==> config.mk <==
export PLATFORM = sky130hd
export DESIGN_NAME = spi_master_flat
export DESIGN_NICKNAME = d
export VERILOG_FILES = /design/src/rtl/spi_pkg.sv /design/src/rtl/spi_if.sv /design/src/rtl/spi_sck_gen.sv /design/src/rtl/spi_master.sv /design/src/flat_wrapper.sv
export SDC_FILE = /design/constraint.sdc
export NUM_CORES = 1
export LEC_CHECK = 0
export BUFFER_PORTS_ARGS = -buffer_cell sky130_fd_sc_hd__buf_4
export CAP_MARGIN = 10
export CORE_MARGIN = 1.5
export CORE_UTILIZATION = 45
export CTS_BUF_LIST = sky130_fd_sc_hd__clkbuf_4 sky130_fd_sc_hd__clkbuf_8
export CTS_CLUSTER_DIAMETER = 30
export DETAILED_ROUTE_END_ITERATION = 8
export GPL_TIMING_DRIVEN = 0
export PLACE_DENSITY_LB_ADDON = 0.25
export SETUP_SLACK_MARGIN = 0.1
export SLEW_MARGIN = 0
export SYNTH_ARGS = -nofsm -noshare
export SYNTH_HDL_FRONTEND = slang
export SYNTH_SLANG_ARGS = --single-unit
==> constraint.sdc <==
create_clock -name clk -period 7.82 [get_ports clk]
set_input_delay 1.564 -clock clk [delete_from_list [all_inputs] [get_ports clk]]
set_output_delay 1.564 -clock clk [all_outputs]
set_load 0.02 [all_outputs]
==> src/rtl/spi_pkg.sv <==
// Shared types and defaults for the SPI master and its users.
package spi_pkg;

   localparam int SPI_WORD_W  = 32;
   localparam int SPI_CLK_DIV = 4;

   typedef enum logic [2:0] {
      IDLE,
      LEAD,
      SHIFT_HI,
      SHIFT_LO,
      TRAIL
   } spi_state_t;

endpackage

==> src/rtl/spi_if.sv <==
// Command handshake plus SPI pins of one master link; "slave" is the view of everything around the master.
interface spi_if
   import spi_pkg::*;
#(
   parameter int WIDTH = SPI_WORD_W
);
   logic             start;
   logic [WIDTH-1:0] tx_data;
   logic             ready;
   logic [WIDTH-1:0] rx_data;
   logic             rx_valid;
   logic             sck;
   logic             mosi;
   logic             miso;
   logic             cs_n;

   modport master (
      input  start, tx_data, miso,
      output ready, rx_data, rx_valid, sck, mosi, cs_n
   );

   modport slave (
      output start, tx_data, miso,
      input  ready, rx_data, rx_valid, sck, mosi, cs_n
   );
endinterface

==> src/rtl/spi_sck_gen.sv <==
// Half-period timer: strobes half_done every HALF enabled cycles, restarting on each strobe.
module spi_sck_gen
   import spi_pkg::*;
#(
   parameter int HALF = SPI_CLK_DIV
) (
   input  logic clk,
   input  logic reset,
   input  logic enable,
   output logic half_done
);
   localparam int CNT_W = (HALF > 1) ? $clog2(HALF) : 1;

   logic [CNT_W-1:0] cnt_q, cnt_d;

   // The FSM only changes state on half_done, so restarting here restarts every state's dwell.
   assign half_done = enable && (cnt_q == CNT_W'(HALF - 1));

   // NOTE: give every always_comb output a default first so no path can infer a latch.
   always_comb begin
      cnt_d = cnt_q + 1'b1;
      if (!enable || half_done) cnt_d = '0;
   end

   // NOTE: state registers use non-blocking assignments so every flop samples pre-edge values.
   always_ff @(posedge clk or posedge reset) begin
      if (reset) cnt_q <= '0;
      else       cnt_q <= cnt_d;
   end
endmodule

==> src/rtl/spi_master.sv <==
// Mode-0 SPI master: shifts one WIDTH-bit word out on mosi MSB first while capturing miso.
module spi_master
   import spi_pkg::*;
#(
   parameter int WIDTH   = SPI_WORD_W,
   parameter int CLK_DIV = SPI_CLK_DIV
) (
   input  logic clk,
   input  logic reset,
   spi_if.master bus
);
   localparam int BIT_W = $clog2(WIDTH);

   spi_state_t       state_q;
   logic [WIDTH-1:0] tx_q;
   logic [WIDTH-1:0] rx_q;
   logic [BIT_W-1:0] bit_cnt_q;
   logic [WIDTH-1:0] rx_data_q;
   logic             rx_valid_q;
   logic             ready_q;
   logic             cs_n_q;
   logic             sck_q;
   logic             mosi_q;
   logic             sck_en;
   logic             half_done;

   assign sck_en = (state_q != IDLE);

   spi_sck_gen #(.HALF(CLK_DIV)) u_sck_gen (
      .clk       (clk),
      .reset     (reset),
      .enable    (sck_en),
      .half_done (half_done)
   );

   always_ff @(posedge clk or posedge reset) begin
      if (reset) begin
         state_q    <= IDLE;
         tx_q       <= '0;
         rx_q       <= '0;
         bit_cnt_q  <= '0;
         rx_data_q  <= '0;
         rx_valid_q <= 1'b0;
         ready_q    <= 1'b1;
         cs_n_q     <= 1'b1;
         sck_q      <= 1'b0;
         mosi_q     <= 1'b0;
      end else begin
         rx_valid_q <= 1'b0;
         unique case (state_q)
            IDLE: begin
               // Skipping the completion cycle keeps cs_n high for two cycles between words.
               if (bus.start && !rx_valid_q) begin
                  tx_q      <= bus.tx_data;
                  bit_cnt_q <= BIT_W'(WIDTH - 1);
                  mosi_q    <= bus.tx_data[WIDTH-1];
                  cs_n_q    <= 1'b0;
                  ready_q   <= 1'b0;
                  state_q   <= LEAD;
               end
            end
            LEAD: begin
               if (half_done) begin
                  sck_q   <= 1'b1;
                  rx_q    <= {rx_q[WIDTH-2:0], bus.miso};
                  state_q <= SHIFT_HI;
               end
            end
            SHIFT_HI: begin
               if (half_done) begin
                  sck_q <= 1'b0;
                  // The last falling edge leads straight into the trailing cs_n hold.
                  if (bit_cnt_q == '0) begin
                     state_q <= TRAIL;
                  end else begin
                     tx_q    <= tx_q << 1;
                     mosi_q  <= tx_q[WIDTH-2];
                     state_q <= SHIFT_LO;
                  end
               end
            end
            SHIFT_LO: begin
               if (half_done) begin
                  sck_q     <= 1'b1;
                  rx_q      <= {rx_q[WIDTH-2:0], bus.miso};
                  bit_cnt_q <= bit_cnt_q - 1'b1;
                  state_q   <= SHIFT_HI;
               end
            end
            TRAIL: begin
               if (half_done) begin
                  cs_n_q     <= 1'b1;
                  ready_q    <= 1'b1;
                  mosi_q     <= 1'b0;
                  rx_data_q  <= rx_q;
                  rx_valid_q <= 1'b1;
                  state_q    <= IDLE;
               end
            end
            default: state_q <= IDLE;
         endcase
      end
   end

   assign bus.ready    = ready_q;
   assign bus.rx_data  = rx_data_q;
   assign bus.rx_valid = rx_valid_q;
   assign bus.sck      = sck_q;
   assign bus.mosi     = mosi_q;
   assign bus.cs_n     = cs_n_q;
endmodule
==> src/flat_wrapper.sv <==
// flat-port wrapper written by rule: the top's interface ports become plain ports
module spi_master_flat import spi_pkg::*;
#(
   parameter int WIDTH   = SPI_WORD_W,
   parameter int CLK_DIV = SPI_CLK_DIV
)
  (clk, reset, bus_start, bus_tx_data, bus_miso, bus_ready, bus_rx_data, bus_rx_valid, bus_sck, bus_mosi, bus_cs_n);
  spi_if #(.WIDTH(WIDTH)) bus_i ();
  input  logic clk;
  input  logic reset;
  input wire logic [$bits(bus_i.start)-1:0] bus_start;
  input wire logic [$bits(bus_i.tx_data)-1:0] bus_tx_data;
  input wire logic [$bits(bus_i.miso)-1:0] bus_miso;
  output wire logic [$bits(bus_i.ready)-1:0] bus_ready;
  output wire logic [$bits(bus_i.rx_data)-1:0] bus_rx_data;
  output wire logic [$bits(bus_i.rx_valid)-1:0] bus_rx_valid;
  output wire logic [$bits(bus_i.sck)-1:0] bus_sck;
  output wire logic [$bits(bus_i.mosi)-1:0] bus_mosi;
  output wire logic [$bits(bus_i.cs_n)-1:0] bus_cs_n;
  assign bus_i.start = bus_start;
  assign bus_i.tx_data = bus_tx_data;
  assign bus_i.miso = bus_miso;
  assign bus_ready = bus_i.ready;
  assign bus_rx_data = bus_i.rx_data;
  assign bus_rx_valid = bus_i.rx_valid;
  assign bus_sck = bus_i.sck;
  assign bus_mosi = bus_i.mosi;
  assign bus_cs_n = bus_i.cs_n;
  spi_master #(.WIDTH(WIDTH), .CLK_DIV(CLK_DIV)) u_core (.clk(clk), .reset(reset), .bus(bus_i));
endmodule
Word-level counts from Yosys, hierarchy flattened. Index checks and enable logic that the tools add are counted.

Flip-flop bits (word level): 109. Latch bits: 0. Bits in writable memories: 0. Memory bits (read-only): 0. Bits of input ports: 36. Output and inout port bits: 37. Word-level logic and storage cells: 70. Memories: 0.

Add/subtract/negate cells: 2. Multipliers: 0. Div/mod/pow operators: 0. $lt $le $gt $ge: 0. Eq/ne operators: 11. Shift-type cells: 0. Muxes and demuxes: 25. Bitwise logic cells: 0. Reductions and logical operators: 22.

Operators with widths (number): $mux 31 (3); $pmux 31 s2 (1); $mux 3 (5); $pmux 3 s4 (1); $mux 5 (2); $pmux 5 s2 (1); $reduce_and 3->1 (3); $mux 1 (8); $ne 2x2->1 const B (4); $reduce_and 4->1 (2); $reduce_bool 2->1 (4); $eq 3x2->1 const B (2); $reduce_bool 3->1 (2); $logic_not 5->1 (1); $reduce_and 5->1 (1); $sub 5x1->5 const B (1); $ne 2x1->1 const B (2); $pmux 1 s2 (2); $reduce_and 2->1 (2); $eq 3x1->1 const B (1); $eq 3x3->1 const B (1); $logic_not 3->1 (1); $pmux 1 s3 (1); $add 2x1->2 const B (1); 6 further kinds (8).

Depth between registers and ports, before layout.
Depth in word-level cells: 4. Mapped depth: 7. Mapped depth without buffers: 6.

By module. From an unflattened synthesis, not the netlist that was laid out.

Cell total of the unflattened synthesis: 351. Area, all modules: 4729.5 sq um.

By module, submodules not included: spi_master (instances 1, cells an instance 344, area each 4634.4 sq um, seq. area each 2678.8 sq um); spi_sck_gen (instances 1, cells an instance 7, area each 95.1 sq um, seq. area each 50.0 sq um).

Worst setup path after synthesis. OpenSTA, ideal clock, no wires.

Kind: input to register. Start point: input port bus_start. End point: register u_core.mosi_q, in the netlist u_core.bus.mosi. Setup time: 125 ps. Arrival: 2527 ps. Data required time: 7695 ps. Path slack: 5168 ps. Cell stages on the path: 4. Buffers on the path: 0. Cells stage by stage: nor2b_1 -> nand2b_1 -> a221oi_1 -> mux2_2.

Longest elaborated chain between the ends: 3.

Ends and longest elaborated chain: start: declaration (RTL line flat_wrapper.sv:11) `input wire logic [$bits(bus_i.start)-1:0] bus_start;`; $logic_and 1x1->1 (RTL line spi_master.sv:53) `if (bus.start && !rx_valid_q) begin`; $ne 2x1->1 (no source line); $reduce_and 5->1 (no source line); end signal: assignment (RTL line spi_master.sv:56) `mosi_q <= bus.tx_data[WIDTH-1];`; end signal: assignment (RTL line spi_master.sv:77) `mosi_q <= tx_q[WIDTH-2];`; end: declaration (RTL line spi_master.sv:23) `logic mosi_q;`.

Every way passes these cells. A chain may end at the register's enable or synchronous reset.

Final worst setup path.
Start point: register u_core.ready_q, in the netlist u_core.bus.ready. End point: output port bus_ready.

RTL lines: start: declaration (RTL line spi_master.sv:20) `logic ready_q;`; start signal: assignment (RTL line spi_master.sv:44) `ready_q <= 1'b1;`; start signal: assignment (RTL line spi_master.sv:58) `ready_q <= 1'b0;`; start signal: assignment (RTL line spi_master.sv:93) `ready_q <= 1'b1;`; end: declaration (RTL line flat_wrapper.sv:14) `output wire logic [$bits(bus_i.ready)-1:0] bus_ready;`.

No word-level cell between the ends.

==> run summary <==
The flow ran to the end, and the final reports show no timing, DRC or antenna violations. The number of DRC violations after detailed-routing iteration 0 came out at 82. The per-cell via count in the routed design came out at 5.05. The maximum vdd drop is 0.0852 mV. The proportion of power drawn by combinational gates is 3.6%. Sequential cells account for 60.8% of the total power.

The sum of overflow across all layers after global routing is 0. On the worst path, the slowest cell contributes a delay of 580 ps. The synthesized area per cell is 13.0 um^2. The largest net degree at the start of global routing is 68.

The internal power came out at 706 uW. The total nets after synthesis is 392. The routed design has 8380 um of wire. At the pin with the least slew margin, the transition time is 560 ps. The number of synthesized flops with an enable pin came out at 0. The most used flip-flop cell after synthesis is sky130_fd_sc_hd__dfrtp_1. The fraction of the cycle the final worst path needs is 34.9%.

The arrival time of data at the critical path endpoint came out at 1160 ps. The number of max-slew violations in the final report came out at 0. The die covers 10800 um^2. The total setup violations reported at the end of the flow came out at 0. The final antenna diode count is 0. The CTS root buffer is sky130_fd_sc_hd__clkbuf_8.

The number of buffers inserted by hold repair at cts is 0. The maximum level of the CTS H-tree came out at 3. The total of buffers placed on input and output ports came out at 72. The final net count came out at 476. The Yosys warning count came out at 0. The die outline width is 104 um. The total iterations of the first detailed-routing run is 4.

Of all flip-flops after synthesis, the portion carrying an async set or reset was 100%. The standard cell area after detailed placement came out at 5320 um^2. The number of instances on the worst hold path is 1.

The number of antenna violations at the first check in global routing came to 0. The effective utilization at floorplan came out at 46.7%. The tightest min-delay check is of the reg2reg type. The y dimension of the die is 104 um. Setup repair after global routing left no endpoint under its margin.

The number of CTS-inserted buffers is 9. In this run the worst path has a maximum fanout of 4. The count of nets left with antenna violations after detail routing came out at 0.

The average detailed-routed wire length per instance came out at 14.5 um. Power spread over the standard cell area amounts to 169 nW/um^2. On the critical path, the stage with the largest delay is an instance of sky130_fd_sc_hd__dfstp_2. The cell that appears most often on the critical path is sky130_fd_sc_hd__buf_4. After synthesis, flip-flops and latches occupy 59.5% of the total area. The number of sinks handled by clock tree synthesis came out at 109. The placeable core area is 9820 um^2.

The reported leakage power is 2.68 nW. The number of global-route vias before repair came to 2962. The deepest clock path buffer count is 2.

The number of cell instances on the worst register-to-register path is 6. The worst setup path is captured at a primary output. The summed instance area of the synthesized netlist came out at 4580 um^2. The critical path required time is 6260 ps. The max capacitance violation total came out at 0. Post-CTS timing repair inserted 0 buffers for setup. After synthesis, the netlist uses 41 different library cells. The post-CTS resize count came out at 0.

The via count of the routed design is 2906. The part of the power in the clock network came out at 35.6%. The number of hold violations in the final report is 0. The category of the critical setup timing path is reg2out.

The cell area after layout came out at 5510 um^2. Walking the worst path, the cells encountered are buf_4 -> buf_4. The worst clock skew on the final layout came out at 13.7 ps. The switching component of the power is 225 uW. The clock insertion delay at the later pin of the skew report came out at 360 ps. TritonCTS built the clock tree. The worst pin sits at a relative slew slack of 62.7%. The fraction of power spent switching nets came out at 24.1%. Adding up every negative setup slack in the final design gives 0 ps. Relative to the synthesized area, the layout overhead comes to 20.2%.

The time the worst path needs with I/O delays and setup is 2730 ps. After detailed routing, the number of remaining DRC violations is 0. After technology mapping, the gate count stands at 354.

The worst setup path is launched from a flip-flop. The row count came out at 36. Once detailed placement completed, the half-perimeter wirelength came to 5780 um. The fraction of final layout cells sized beyond drive strength 1 came out at 40.4%. Across every metal layer, demand over resource in global routing totals 16.3%. The count of state elements after synthesis is 109. The peak clock frequency supported by timing came out at 367 MHz.

The first global-routing pass estimated 14400 um of wire. The number of primary I/O pins is 73. The clock-pin slew on the worst setup and hold paths is 110 ps. The placer congestion estimate is 0.809.
-- routing by layer --
metal	GRT usage, %	up-vias	share of wire [%]
met5	0	-	0
met4	3.87	0	0.67
met3	4.20	5	4.3
met2	26.4	50	48
met1	22.0	1443	47
li1	-	1408	-
-- critical path, delay by kind of cell, from the launching register on --
family | cells | cell delay [ps]
DFF | 1 | 580
buffers and inverters | 2 | 230
-- metrics by stage --
stage               power (mW)  worst slack [ps]  util (%)  cells  hold WS [ps]
floorplan                0.592              3380         -    354           415
global placement         0.609              2160      53.9    559           425
detailed placement       0.612              5000      54.2    560           435
CTS                      0.944              5080      56.1    576           449
global route             0.963              5050      56.1    576           497
finish                   0.931              5090      56.1    576           448
-- synthesized netlist by cell type, drive strengths merged (5+ instances only) --
| cell | count | area share [%] |
|---|---|---|
| nor3 | 5 | 0.76 |
| dfrtp | 108 | 59 |
| nand2 | 38 | 3.1 |
| buf | 17 | 2.3 |
| clkbuf | 5 | 0.46 |
| o21ai | 35 | 3.8 |
| a21oi | 8 | 1.1 |
| nor2 | 10 | 0.82 |
| inv | 6 | 0.49 |
| mux2 | 65 | 16 |
| mux2i | 31 | 6.8 |
-- worst paths after layout --
kind / endpoint / from / slack, ps
setup / recovery: bus_ready / u_core.bus.ready / 5090
hold / removal: u_core.u_sck_gen.cnt_q[0] / u_core.u_sck_gen.cnt_q[0] / 450
setup reg to reg: u_core.tx_q[22] / u_core.bit_cnt_q[0] / 5850
hold reg to reg: u_core.u_sck_gen.cnt_q[0] / u_core.u_sck_gen.cnt_q[0] / 450
max in group asynchronous: u_core.rx_q[2] / reset / 5850
min in group asynchronous: u_core.tx_q[17] / reset / 1250
-- flip-flops by register name, indices dropped and copies added (netlist names) --
register,cells
u_core.u_sck_gen.cnt_q,2
u_core.state_q,3
u_core.tx_q,31
u_core.rx_q,32
u_core.bus.rx_valid,1
u_core.bus.mosi,1
u_core.bit_cnt_q,5
u_core.bus.rx_data,32
u_core.bus.ready,1
u_core.bus.sck,1
-- cell families (layout without fill, tap and decap cells) --
kind of cell	Yosys count	after routing	share of synthesized area, %
flip-flops	109	109	59.5
multiplexers	96	96	22.7
AO/OA/AOI/OAI	52	52	6.77
buffers and inverters	28	117	3.25
AND/OR/NAND/NOR	67	67	7.18
adder cells (fa/ha/maj)	2	2	0.546
-- power by group through the flow --
stage	Sequential, mW	Clock (mW)	Combinational [mW]
finish	0.566	0.331	0.0332
global route	0.567	0.358	0.0378
CTS	0.567	0.343	0.0345
detailed placement	0.577	0	0.0343
global placement	0.578	0	0.0318
floorplan	0.577	0	0.0145
-- area by class of cell --
class | count | area (um^2)
Timing Repair Buffer | 73 | 568
Sequential cell | 109 | 2730
Clock buffer | 9 | 124
Clock inverter | 7 | 66.3
Tap cell | 133 | 166
Buffer | 22 | 126
Multi-Input combinational cell | 217 | 1710
Inverter | 6 | 25.0
Fill cell | 848 | 4310
-- cell usage in the layout, fill, tap and decap left out, types with 2 or more instances in the layout --
cell type,instances
sky130_fd_sc_hd__ha_1,2
sky130_fd_sc_hd__o21ai_1,8
sky130_fd_sc_hd__nor2_1,10
sky130_fd_sc_hd__clkbuf_8,9
sky130_fd_sc_hd__buf_4,80
sky130_fd_sc_hd__buf_2,9
sky130_fd_sc_hd__mux2_1,2
sky130_fd_sc_hd__clkinvlp_4,2
sky130_fd_sc_hd__dfrtp_1,108
sky130_fd_sc_hd__o21ai_0,27
sky130_fd_sc_hd__clkbuf_2,2
sky130_fd_sc_hd__nor3_1,3
sky130_fd_sc_hd__nor3b_1,2
sky130_fd_sc_hd__mux2_2,63
sky130_fd_sc_hd__inv_1,5
sky130_fd_sc_hd__nand2_1,38
sky130_fd_sc_hd__a21oi_1,7
sky130_fd_sc_hd__clkbuf_1,3
sky130_fd_sc_hd__mux2i_1,31
sky130_fd_sc_hd__inv_8,3
sky130_fd_sc_hd__nor3_2,2
(Power assumes the default switching activity.)
